--- src/rtl/ra_2r1w_32x32_arb.sv ---
// ra_2r1w_32x32_arb
// Round-robin front end for a 2-read / 1-write 32x32 register-file wrapper.
// Up to two reads and one write from four requesters are packed onto the
// array ports each cycle. Reads that would race a recent write to the same
// address are held back. Read data is routed back to the requester that
// issued the read once the wrapper's fixed read latency has elapsed.
module ra_2r1w_32x32_arb #(
   parameter int NREQ   = 4,
   parameter int RD_LAT = 2
) (
   input  logic                 clk,
   input  logic                 reset_n,
   input  logic [NREQ-1:0]      req_valid,
   output logic [NREQ-1:0]      req_ready,
   input  logic [NREQ-1:0]      req_we,
   input  logic [5*NREQ-1:0]    req_adr,
   input  logic [32*NREQ-1:0]   req_wdat,
   output logic [NREQ-1:0]      rsp_valid,
   output logic [32*NREQ-1:0]   rsp_dat,
   output logic                 ra_rd_enb_0,
   output logic                 ra_rd_enb_1,
   output logic [4:0]           ra_rd_adr_0,
   output logic [4:0]           ra_rd_adr_1,
   input  logic [31:0]          ra_rd_dat_0,
   input  logic [31:0]          ra_rd_dat_1,
   output logic                 ra_wr_enb_0,
   output logic [4:0]           ra_wr_adr_0,
   output logic [31:0]          ra_wr_dat_0,
   output logic                 busy
);

   logic [1:0]        rr_ptr;
   logic [1:0]        nxt_ptr;
   logic              hz_vld;
   logic [4:0]        hz_adr;

   logic [4:0]        adr_of   [NREQ];
   logic [31:0]       wdat_of  [NREQ];
   logic [1:0]        scan_idx [NREQ];

   logic              wr_gnt;
   logic [1:0]        wr_id;
   logic              rd_gnt_0;
   logic              rd_gnt_1;
   logic [1:0]        rd_id_0;
   logic [1:0]        rd_id_1;
   logic [NREQ-1:0]   grant;

   logic [1:0]        rd_tag_0;
   logic [1:0]        rd_tag_1;
   logic [RD_LAT-1:0] pipe_vld_0;
   logic [RD_LAT-1:0] pipe_vld_1;
   logic [1:0]        pipe_id_0 [RD_LAT];
   logic [1:0]        pipe_id_1 [RD_LAT];
   logic [NREQ-1:0]   rsp_vld_nxt;

   // Split the flat request buses per requester and build the rotated scan order
   always_comb begin
      for (int i = 0; i < NREQ; i++) begin
         adr_of[i]   = req_adr[5*i +: 5];
         wdat_of[i]  = req_wdat[32*i +: 32];
         scan_idx[i] = rr_ptr + 2'(i);
      end
   end

   // Pick the first write in scan order, then the first two reads that do not collide with it or last cycle's write
   always_comb begin
      wr_gnt   = 1'b0;
      wr_id    = 2'd0;
      rd_gnt_0 = 1'b0;
      rd_gnt_1 = 1'b0;
      rd_id_0  = 2'd0;
      rd_id_1  = 2'd0;
      grant    = '0;
      for (int k = 0; k < NREQ; k++) begin
         if (!wr_gnt && req_valid[scan_idx[k]] && req_we[scan_idx[k]]) begin
            wr_gnt = 1'b1;
            wr_id  = scan_idx[k];
         end
      end
      for (int k = 0; k < NREQ; k++) begin
         if (req_valid[scan_idx[k]] && !req_we[scan_idx[k]] &&
             !(wr_gnt && (adr_of[scan_idx[k]] == adr_of[wr_id])) &&
             !(hz_vld && (adr_of[scan_idx[k]] == hz_adr))) begin
            if (!rd_gnt_0) begin
               rd_gnt_0 = 1'b1;
               rd_id_0  = scan_idx[k];
            end else if (!rd_gnt_1) begin
               rd_gnt_1 = 1'b1;
               rd_id_1  = scan_idx[k];
            end
         end
      end
      if (wr_gnt)   grant[wr_id]   = 1'b1;
      if (rd_gnt_0) grant[rd_id_0] = 1'b1;
      if (rd_gnt_1) grant[rd_id_1] = 1'b1;
   end

   // Next pointer starts just past the last granted requester in scan order so every requester gets its turn
   always_comb begin
      nxt_ptr = rr_ptr;
      for (int k = 0; k < NREQ; k++) begin
         if (grant[scan_idx[k]]) nxt_ptr = scan_idx[k] + 2'd1;
      end
   end

   assign req_ready = grant;

   // Register the winning accesses onto the array pins and remember this cycle's write address for the hazard check
   always_ff @(posedge clk or negedge reset_n) begin
      if (!reset_n) begin
         rr_ptr      <= 2'd0;
         hz_vld      <= 1'b0;
         hz_adr      <= 5'd0;
         ra_rd_enb_0 <= 1'b0;
         ra_rd_enb_1 <= 1'b0;
         ra_rd_adr_0 <= 5'd0;
         ra_rd_adr_1 <= 5'd0;
         rd_tag_0    <= 2'd0;
         rd_tag_1    <= 2'd0;
         ra_wr_enb_0 <= 1'b0;
         ra_wr_adr_0 <= 5'd0;
         ra_wr_dat_0 <= 32'd0;
      end else begin
         rr_ptr      <= nxt_ptr;
         hz_vld      <= wr_gnt;
         hz_adr      <= adr_of[wr_id];
         ra_rd_enb_0 <= rd_gnt_0;
         ra_rd_enb_1 <= rd_gnt_1;
         ra_wr_enb_0 <= wr_gnt;
         if (rd_gnt_0) begin
            ra_rd_adr_0 <= adr_of[rd_id_0];
            rd_tag_0    <= rd_id_0;
         end
         if (rd_gnt_1) begin
            ra_rd_adr_1 <= adr_of[rd_id_1];
            rd_tag_1    <= rd_id_1;
         end
         if (wr_gnt) begin
            ra_wr_adr_0 <= adr_of[wr_id];
            ra_wr_dat_0 <= wdat_of[wr_id];
         end
      end
   end

   // Carry each issued read's owner alongside the array's read latency
   always_ff @(posedge clk or negedge reset_n) begin
      if (!reset_n) begin
         pipe_vld_0 <= '0;
         pipe_vld_1 <= '0;
         for (int j = 0; j < RD_LAT; j++) begin
            pipe_id_0[j] <= 2'd0;
            pipe_id_1[j] <= 2'd0;
         end
      end else begin
         pipe_vld_0[0] <= ra_rd_enb_0;
         pipe_vld_1[0] <= ra_rd_enb_1;
         pipe_id_0[0]  <= rd_tag_0;
         pipe_id_1[0]  <= rd_tag_1;
         for (int j = 1; j < RD_LAT; j++) begin
            pipe_vld_0[j] <= pipe_vld_0[j-1];
            pipe_vld_1[j] <= pipe_vld_1[j-1];
            pipe_id_0[j]  <= pipe_id_0[j-1];
            pipe_id_1[j]  <= pipe_id_1[j-1];
         end
      end
   end

   // Decode which requesters receive data this cycle from the pipe tails
   always_comb begin
      rsp_vld_nxt = '0;
      if (pipe_vld_0[RD_LAT-1]) rsp_vld_nxt[pipe_id_0[RD_LAT-1]] = 1'b1;
      if (pipe_vld_1[RD_LAT-1]) rsp_vld_nxt[pipe_id_1[RD_LAT-1]] = 1'b1;
   end

   // Capture returning array data into the owning requester's slot; other slots keep their last value
   always_ff @(posedge clk or negedge reset_n) begin
      if (!reset_n) begin
         rsp_valid <= '0;
         rsp_dat   <= '0;
      end else begin
         rsp_valid <= rsp_vld_nxt;
         for (int i = 0; i < NREQ; i++) begin
            if (pipe_vld_0[RD_LAT-1] && (pipe_id_0[RD_LAT-1] == 2'(i)))
               rsp_dat[32*i +: 32] <= ra_rd_dat_0;
            else if (pipe_vld_1[RD_LAT-1] && (pipe_id_1[RD_LAT-1] == 2'(i)))
               rsp_dat[32*i +: 32] <= ra_rd_dat_1;
         end
      end
   end

   assign busy = (|pipe_vld_0) | (|pipe_vld_1) | ra_rd_enb_0 | ra_rd_enb_1 | ra_wr_enb_0;

endmodule

--- config.mk ---
export PLATFORM = sky130hd
export DESIGN_NAME = ra_2r1w_32x32_arb
export DESIGN_NICKNAME = d
export VERILOG_FILES = /design/src/rtl/ra_2r1w_32x32_arb.sv
export SDC_FILE = /design/constraint.sdc
export NUM_CORES = 1
export LEC_CHECK = 0
export ABC_AREA = 0
export CORE_MARGIN = 8
export CORE_UTILIZATION = 51
export CTS_CLUSTER_SIZE = 16
export DETAILED_ROUTE_END_ITERATION = 8
export PLACE_DENSITY = 0.95
export SLEW_MARGIN = 20
export SYNTH_ARGS = -nofsm -noshare
export SYNTH_HDL_FRONTEND = slang
export SYNTH_SLANG_ARGS = --single-unit
--- constraint.sdc ---
create_clock -name clk -period 19.4 [get_ports clk]
set_input_delay 3.88 -clock clk [delete_from_list [all_inputs] [get_ports clk]]
set_output_delay 3.88 -clock clk [all_outputs]
set_load 0.05 [all_outputs]
# Word level (Yosys, flattened, before mapping)
# Index checks and enable logic that the tools add are counted.
# Widths: inputs -> output; s select.
[classes]
add_sub_neg = 6
eq_ne = 14
n_mux = 108
reduce_logical = 64
magnitude_cmp = 21
bitwise = 14
[ops]
columns = ["operator", "n"]
rows = [
  ["$mux 32", 10],
  ["$bmux 5 s2", 7],
  ["$mux 5", 14],
  ["$bmux 32 s2", 1],
  ["$mux 2", 23],
  ["$eq 5x5->1", 8],
  ["$logic_and 1x1->1", 40],
  ["$mux 1", 31],
  ["$lt 2x3->1 const B", 9],
  ["$bmux 1 s2", 12],
  ["$ge 3x3->1 const B", 7],
  ["$not 2->3", 7],
  ["$mux 4", 5],
  ["$logic_not 1->1", 15],
  ["$or 4x4->4", 3],
  ["$demux 1 s2", 5],
  ["$ge 2x1->1 const B", 5],
  ["$add 2x1->2 const B", 4],
  ["$eq 2x2->1 const B", 4],
  ["$reduce_bool 2->1", 4],
  ["$add 2x2->2 const B", 2],
  ["$eq 2x1->1 const B", 2],
  ["$logic_not 2->1", 2],
  ["$or 1x1->1", 4],
  ["2 further kinds", 3],
]
[totals]
out_inout_bits = 187
inputBits = 222
register_bits = 205
elab_cells = 249

# Depth between registers and ports, before layout
# Gate-level depths: netlist of run 1.
[depth]
word_depth = 46
ltp_mapped = 22
mapped_depth_nobuf = 18

# Worst setup path before layout of run 1
# OpenSTA, ideal clock, no wires.
[synth_timing]
path_type = "input to output"
start = "input req_we[3]"
end = "output req_ready[3]"
path_stages = 14
arrival_ps = 8133
path_slack_ps = 7387
t_required_ps = 15520
cell_sequence = "mux4_1 -> a32o_1 -> a2111o_1 -> and2_4 -> buf_6 -> or4_1 -> a21boi_0 -> nor4_2 -> a41oi_2 -> buf_2 -> nand3_1 -> a32oi_2 -> nor2_1 -> o221ai_1"
[synth_via]
elab_chain_len = 40
[synth_lines]
columns = ["item", "line", "source"]
rows = [
  ["start, declared", "15", "input logic [NREQ-1:0] req_we,"],
  ["$bmux 1 s2", "76, 82", ""],
  ["$mux 1 (implied by the code)", "76, 82", ""],
  ["$logic_and 1x1->1", "76", "if (!wr_gnt && req_valid[scan_idx[k]] && req_we[scan_idx[k]]) begin"],
  ["$mux 1", "76", ""],
  ["$logic_not 1->1", "76", ""],
  ["$logic_and 1x1->1 (2 in series)", "76", ""],
  ["$mux 1", "76", ""],
  ["$logic_not 1->1", "76", ""],
  ["(+23 left out)", "--", ""],
  ["$lt 2x3->1 (implied by the code) (tied with other cells)", "95", "if (rd_gnt_0) grant[rd_id_0] = 1'b1;"],
  ["$logic_and 1x1->1 (implied by the code) / $mux 2 (equally long branches)", "95, 82", ""],
  ["$mux 1 (implied by the code) (tied with other cells)", "95", ""],
  ["$demux 1 s2 / $logic_and 1x1->1 (equally long branches)", "95, 96", ""],
  ["$or 4x4->4 (no source line) / $mux 1 (equally long branches)", "--", ""],
  ["$mux 4 / $demux 1 s2 (equally long branches)", "95, 96", ""],
  ["$or 4x4->4 (no source line)", "--", ""],
  ["$mux 4 *", "96", "if (rd_gnt_1) grant[rd_id_1] = 1'b1;"],
  ["end, declared", "14", "output logic [NREQ-1:0] req_ready,"],
]
# Mark *: on every way between the ends. The rest lies on a longest branch, timed or not. The select of a mux whose other input is x is not followed.

# Final worst setup path of run 1
[layout_timing]
start = "input req_we[3]"
end = "output req_ready[2]"
# Same word-level chain as after synthesis.

==> results of run 1 <==
-- flip-flops by register name, indices dropped and copies added, names as in the netlist, 4 cells and up --
register / flops
hz_adr: 5
ra_wr_dat_0: 32
pipe_id_1: 4
ra_rd_adr_1: 5
pipe_id_0: 4
rsp_dat: 128
ra_wr_adr_0: 5
rsp_valid: 4
ra_rd_adr_0: 5
-- logic make-up after synthesis --
family / after synthesis / share of synthesized area (%)
fa+ha+maj: 4 / 0.385
mux: 176 / 15.3
xor+xnor: 28 / 2.11
buf+inv: 111 / 4.23
simple gates: 542 / 20.2
compound gates: 341 / 16.3
flops: 205 / 41.6
-- layer usage --
| layer | global-route usage, % | up-vias | part of all wire, % |
|---|---|---|---|
| met1 | 37.7 | 5941 | 36 |
| met4 | 17.6 | 0 | 5.7 |
| met5 | 0 | - | 0 |
| met3 | 7.83 | 178 | 10 |
| li1 | - | 5648 | - |
| met2 | 55.0 | 759 | 48 |
-- synth_stat cells (11+ instances only) --
library cell  instances
a21oi_1              23
clkbuf_1             67
dfrtp_1             205
inv_1                12
mux2_2               14
mux2i_1             154
nand2_1             265
nand2b_1             21
nand3_1              40
nor2_1              130
nor3_1               18
o21a_1               11
o21ai_0             230
o31ai_1              11
xnor2_1              16
-- critical path, stage by stage --
cell             delay, ns
clkdlybuf4s50_1       0.50
mux4_1                0.63
and2_1                0.27
a21oi_2               0.79
mux2i_1               0.25
nor4_2                0.55
nor3_1                0.14
nor4_2                0.32
a41oi_2               0.48
or4_4                 0.65
a32oi_2               0.29
or2_1                 0.44
a221o_1               0.42
clkdlybuf4s50_1       0.89
-- path summary, 6_finish.rpt --
check                              from           end  slack (ns)  cells past startpoint
setup / recovery              req_we[3]  req_ready[2]        5.00                     14
hold / removal             pipe_id_1[2]  pipe_id_1[0]        0.35                      0
setup reg to reg              rr_ptr[0]     rr_ptr[0]       12.49                     16
hold reg to reg            pipe_id_1[2]  pipe_id_1[0]        0.35                      0
max in group asynchronous       reset_n   rsp_dat[25]       14.67                      2
min in group asynchronous       reset_n   rsp_dat[68]        3.42                      1
-- metrics by stage --
stage | hold WS [ns] | std cells | instance area (sq um)
after global routing | 0.362 | 2100 | 17300
final | 0.349 | 2101 | 17300
after CTS | 0.354 | 2096 | 17300
after global placement | 0.332 | 2057 | 16500
after floorplan | 0.331 | 1407 | 12300
after detailed placement | 0.341 | 2057 | 16500
-- area by class of cell --
class	instances	area, sq um
antenna	4	10.0
clock buffer	32	679
clock inverter	7	88.8
fill	1634	6720
inverter	14	52.6
multi-input combinational	1091	6730
sequential	205	5130
tap	324	405
timing repair buffer	424	4220
==> results summary, run 1 <==
The number of buffers added on ports is 408. The overall track demand over capacity in global routing came out at 32.5%. The most common cell after layout, fill and taps aside is clkdlybuf4s50_1. The flip-flop and latch count after synthesis came out at 205. The total count of max-transition violations in the final report came to 0. The number of global-route vias before repair is 12898.

The number of unique standard cell types used by synthesis is 85. Clock tree synthesis found a total of 205 sinks. The total overflow reported by the global router came out at 0.

The synthesized area per cell is 8.77 sq um. The biggest fanout along the worst timing path came out at 18. The async set or reset register ratio after synthesis is 100%. From synthesis to final layout, the design area changed by 40.3%. The post-CTS setup buffer count came out at 0.

The quantity of gates resized following cts came out at 0. The via density per instance is 5.96. The final layout contains routed wiring with a total length of 49.5 mm. The layout cell share with drive strength beyond 1 is 6.71%. The number of buffers inserted by hold repair at cts is 0. The share of the clock period used by the worst path came out at 74.2%. The total of endpoints with negative setup slack in the final report came out at 0. From bottom edge to top edge, the die measures 172 microns.

The headroom to the max-slew limit is 36.2%. Yosys printed 0 warnings. The area share of the leading cell type in the synthesized netlist is 41.6%. The worst min-delay path class is reg -> reg.

At the later pin of the worst-skew pair, clock insertion delay measures 0.51 ns. Summed over all instances, the cell type with the most area after synthesis is dfrtp_1. In the routed design, unresolved DRC markers number 0.

The number of buffers on the longest clock path came out at 3. The detailed router placed 12526 vias in this run. The initial utilization of the core area, before any placement, comes to 51.3%. The die boundary width is 172 microns.

The number of endpoints with negative hold slack in the final report came out at 0. The worst endpoint data arrival time is 10.52 ns. The initial antenna violation count came out at 3. The category of the worst setup path launch point is an input port. The die area came out at 29400 sq um. For this run, the register share of the synthesized area comes to 41.6%. Setup repair after global routing left no endpoint under its margin.

The flow ran to the end, and the final reports show no timing, DRC or antenna violations. Pin placement for this block handled 409 I/O pins. Subtracting the final worst setup slack from the clock period gives 14.40 ns.

In the post-synthesis netlist, the biggest area contributors are dfrtp_1 (42%), mux2i_1 (12%), o21ai_0 (9.3%), nand2_1 (8.1%), nor2_1 (4.0%). The routability congestion estimate from global placement is 0.955. The predominant post-synthesis flop cell is dfrtp_1. The kind of critical path is in -> out.

Setup slack closes at 5.00 ns. The pre-antenna-repair detailed-routing pass consisted of 6 iterations. The wire length of the first global-routing pass is 74.7 mm. Based on the critical path, the design can be clocked at up to 0.0694 GHz. The kind of capture point of the worst setup path is an output pin. Data on the critical path is required at its endpoint by 15.52 ns. The number of nets in the finished design is 1983. The master cell of the clock root buffer is clkbuf_16.

The wire length per cell is 23.6 microns. The HPWL reported at the end of detailed placement is 35.6 mm. The number of enable flip-flop cells after synthesis came out at 0. The number of buffers inserted during clock tree synthesis is 22. The post-CTS clock slew at the launch and capture registers of the worst setup and hold paths is 0.06 ns. The area of the placeable core is 24000 sq um. The cell area that synthesis handed to floorplanning was 12300 sq um. The worst-margin pin slew is 0.956 ns. Across the run, the number of max-cap violations was 0. The H-tree depth reported by CTS is 1.

The detail route stage leaves a number of antenna-violating nets equal to 0. Leaving out fill and tap cells, the most frequent cells in the layout are clkdlybuf4s50_1 (407), nand2_1 (265), o21ai_0 (230). After the first detailed-routing iteration, the DRC count stood at 1563. The post-route setup TNS is 0 ns.

The cell count after synthesis came out at 1407. The core utilization of the finished layout came out at 72.0%. The post-place setup slack came out at 5.11 ns.

TritonCTS built the clock tree. The final setup skew came out at 0.0251 ns. After floorplanning, the core was divided into 57 placement rows.

The synthesized net count is 1632. Entering global routing, the biggest net connects 92 pins.
Power of run 1 is not shown: default switching activity piles up to over one toggle a cycle in this logic, so the estimate is an artifact.
==> run 2: changes to the inputs <==
--- a/config.mk
+++ b/config.mk
@@ -7,10 +7,10 @@
 export LEC_CHECK = 0
 export ABC_AREA = 0
 export CORE_MARGIN = 8
-export CORE_UTILIZATION = 51
+export CORE_UTILIZATION = 47
 export CTS_CLUSTER_SIZE = 16
 export DETAILED_ROUTE_END_ITERATION = 8
-export PLACE_DENSITY = 0.95
+export PLACE_DENSITY = 0.92
 export SLEW_MARGIN = 20
 export SYNTH_ARGS = -nofsm -noshare
 export SYNTH_HDL_FRONTEND = slang
==> constraint.sdc (replaced) <==
create_clock -name clk -period 14.7 [get_ports clk]
set_input_delay 2.94 -clock clk [delete_from_list [all_inputs] [get_ports clk]]
set_output_delay 2.94 -clock clk [all_outputs]
set_load 0.05 [all_outputs]
==> run 2 against run 1 <==
Clock-buffer cell count shrank 6. Core utilization shrank 4.8 points. Via count shrank 1.2%. Critical endpoint unchanged.
==> results summary, run 2 (synthesized netlist as in run 1, its figures left out) <==
Walking the worst path, the cells encountered are clkdlybuf4s50_1 -> mux4_1 -> and2_1 -> a21oi_2 -> mux2i_1 -> nor4_2 -> nor3_1 -> nor4b_2 -> a41o_2 -> inv_2 -> or4_4 -> a32oi_2 -> or2_1 -> a221o_1 -> clkdlybuf4s50_1. The total instance count after detailed placement is 2068 (+0.53%). The number of buffers inserted during clock tree synthesis is 24 (+9.1%). The biggest fanout along the worst timing path is 15 (-3). The routability congestion estimate from global placement was 0.985 (+3.1%). The post-CTS setup buffer count is 0 (unchanged).

The multi-input gate area in the final layout came out at 6730 sq um (about the same). The overall via count from detail_route came out at 12371 (-1.2%). The worst endpoint data arrival time was 9.69 ns (-0.83 ns). Static timing analysis puts the maximum clock frequency at 0.0792 GHz. The die boundary width came to 178 microns (+3.8%).

The biggest cell delay along the critical path was 0.89 ns (about the same). The top-level port count is 409 (unchanged). The y dimension of the die was 178 microns (+3.8%).

The layout-stage area growth over the synthesis result came out at 41.1%. The post-placement cell area came out at 16500 sq um (about the same). TritonCTS built the clock tree. The global-route track usage on met3 came out at 7.54% (-0.29 points). In this run the clock root is driven by a clkbuf_16. The final standard cell count with taps included and fillers excluded came out at 2113 (+0.57%). The area of the placeable core was 25900 sq um (+7.8%). The number of buffers on the longest clock path came to 3 (unchanged). The via density per instance is 5.85 (-1.8%). The post-CTS clock slew at the launch and capture registers of the worst setup and hold paths came out at 0.05 ns (about the same). The total count of max-transition violations in the final report is 0 (unchanged). Leaving out fill and tap cells, the most frequent cells in the layout are clkdlybuf4s50_1 (407), nand2_1 (265), o21ai_0 (230). The data required time of the worst path is 11.76 ns (-3.76 ns).

The number of nets in the finished design came to 1984 (+0.050%). The die area is 31700 sq um (+7.7%). The number of global-route vias before repair is 12487 (-3.2%). In this run the worst hold path is classified as reg -> reg. The area of all placed cells without fillers is 17400 sq um (+0.58%). The max-cap violation count came to 0 (unchanged). The clock latency at the later pin of the worst-skew pair is 0.52 ns (about the same). The total of endpoints with negative setup slack in the final report is 0 (unchanged). The maximum number of pins on one net before global-route repair came to 73 (-21%). The worst-margin pin slew came out at 1.06 ns (+0.107 ns). The library cell used most frequently in the layout, excluding fill and tap cells, is clkdlybuf4s50_1. The most crowded layer after global routing is met2. The initial antenna violation count came out at 0 (-3). The global routing met1 resource utilization is 34.5% (-3.1 points). The headroom to the max-slew limit is 29.1% (-7.1 points).

The category of the worst setup path launch point is an input port. The run finished with clean final reports. The quantity of gates resized following cts came out at 0 (unchanged). The initial core utilization is 47.6% (-3.7 points).

The H-tree depth reported by CTS is 1 (unchanged). The final setup skew was 0.0169 ns (-0.00812 ns). The register with the most flip-flops in the final layout is rsp_dat. The HPWL reported at the end of detailed placement came out at 34.6 mm (-2.7%). The number of endpoints with negative hold slack in the final report is 0 (unchanged). The number of buffers inserted by hold repair at cts is 0 (unchanged).

The wire length per cell came out at 22.3 microns (-5.3%). The post-route setup TNS is 0 ns (unchanged). The count of unresolved DRC violations after routing came out at 0 (unchanged). The cell that appears most often on the critical path is clkdlybuf4s50_1. The number of buffers added on ports came out at 408 (unchanged).

Setup repair after global routing left no endpoint under its margin. The DRC violation total after the first TritonRoute iteration is 1304 (-17%). The number of placement rows was 59 (+3.5%).

The iteration count of the initial detailed-routing pass is 5 (-1). The minimum clock period is 12.63 ns. The flip-flop count of the largest register, all copies and words added is 128 (unchanged). The total overflow reported by the global router came to 0 (unchanged). The core utilization of the finished layout came out at 67.2% (-4.8 points). The count of clock tree sinks came to 205 (unchanged). The wire length of the first global-routing pass came out at 71.5 mm (-4.3%). The kind of critical path is in -> out. The worst setup path is captured at an output pin. The final wirelength is 47.2 mm (-4.8%). The largest registers in the layout are rsp_dat (128), ra_wr_dat_0 (32). The global-route track usage on met2 came out at 48.2% (-6.8 points). The layout cell share with drive strength beyond 1 came out at 6.98% (+0.27 points).

The residual antenna-violating net count after detailed routing is 0 (unchanged). The final critical path takes up 85.9% of the cycle. The slowest stage of the critical path is the clkdlybuf4s50_1 cell. The count of filler cells inserted in the layout came out at 1926 (+18%). The register cell area after layout came to 5130 sq um (unchanged). The overall track demand over capacity in global routing is 28.7% (-3.8 points).
-- run 2: layer usage --
layer	share of wire [%]	vias to the layer above
met5	0	-
met3	11	114
li1	-	5649
met4	4.2	0
met1	38	5886
met2	47	722
-- run 2: area by class of cell --
class / instances / share of cell area (%)
Clock buffer: 26 / 3.61
Clock inverter: 17 / 1.41
Sequential cell: 205 / 29.5
Inverter: 14 / 0.302
Timing Repair Buffer: 423 / 24.1
Tap cell: 335 / 2.41
Antenna cell: 2 / 0.0287
Multi-Input combinational cell: 1091 / 38.7
-- run 2: stage by stage --
step | setup slack, ns | hold slack (ns)
final | 2.07 | 0.346
after global routing | 1.78 | 0.356
after floorplan | 4.57 | 0.331
after detailed placement | 2.19 | 0.335
after CTS | 2.16 | 0.347
after global placement | 2.38 | 0.331
-- run 2: worst paths after layout --
check	depth (start not counted)	slack, ns	start	endpoint
max	15	2.07	req_we[3]	req_ready[2]
min	0	0.35	pipe_id_1[3]	pipe_id_1[1]
max reg2reg	16	8.27	rr_ptr[0]	rr_ptr[0]
min reg2reg	0	0.35	pipe_id_1[3]	pipe_id_1[1]
max in group asynchronous	2	10.89	reset_n	rr_ptr[0]
min in group asynchronous	1	2.42	reset_n	rsp_dat[5]
-- run 2: worst max-delay path: cells and delay by family --
kind            cells  cell delay, ns
compound gates      4            1.91
buf+inv             3            1.58
mux                 2            0.89
simple gates        6            2.34
Power of run 2 is left out for the same reason.
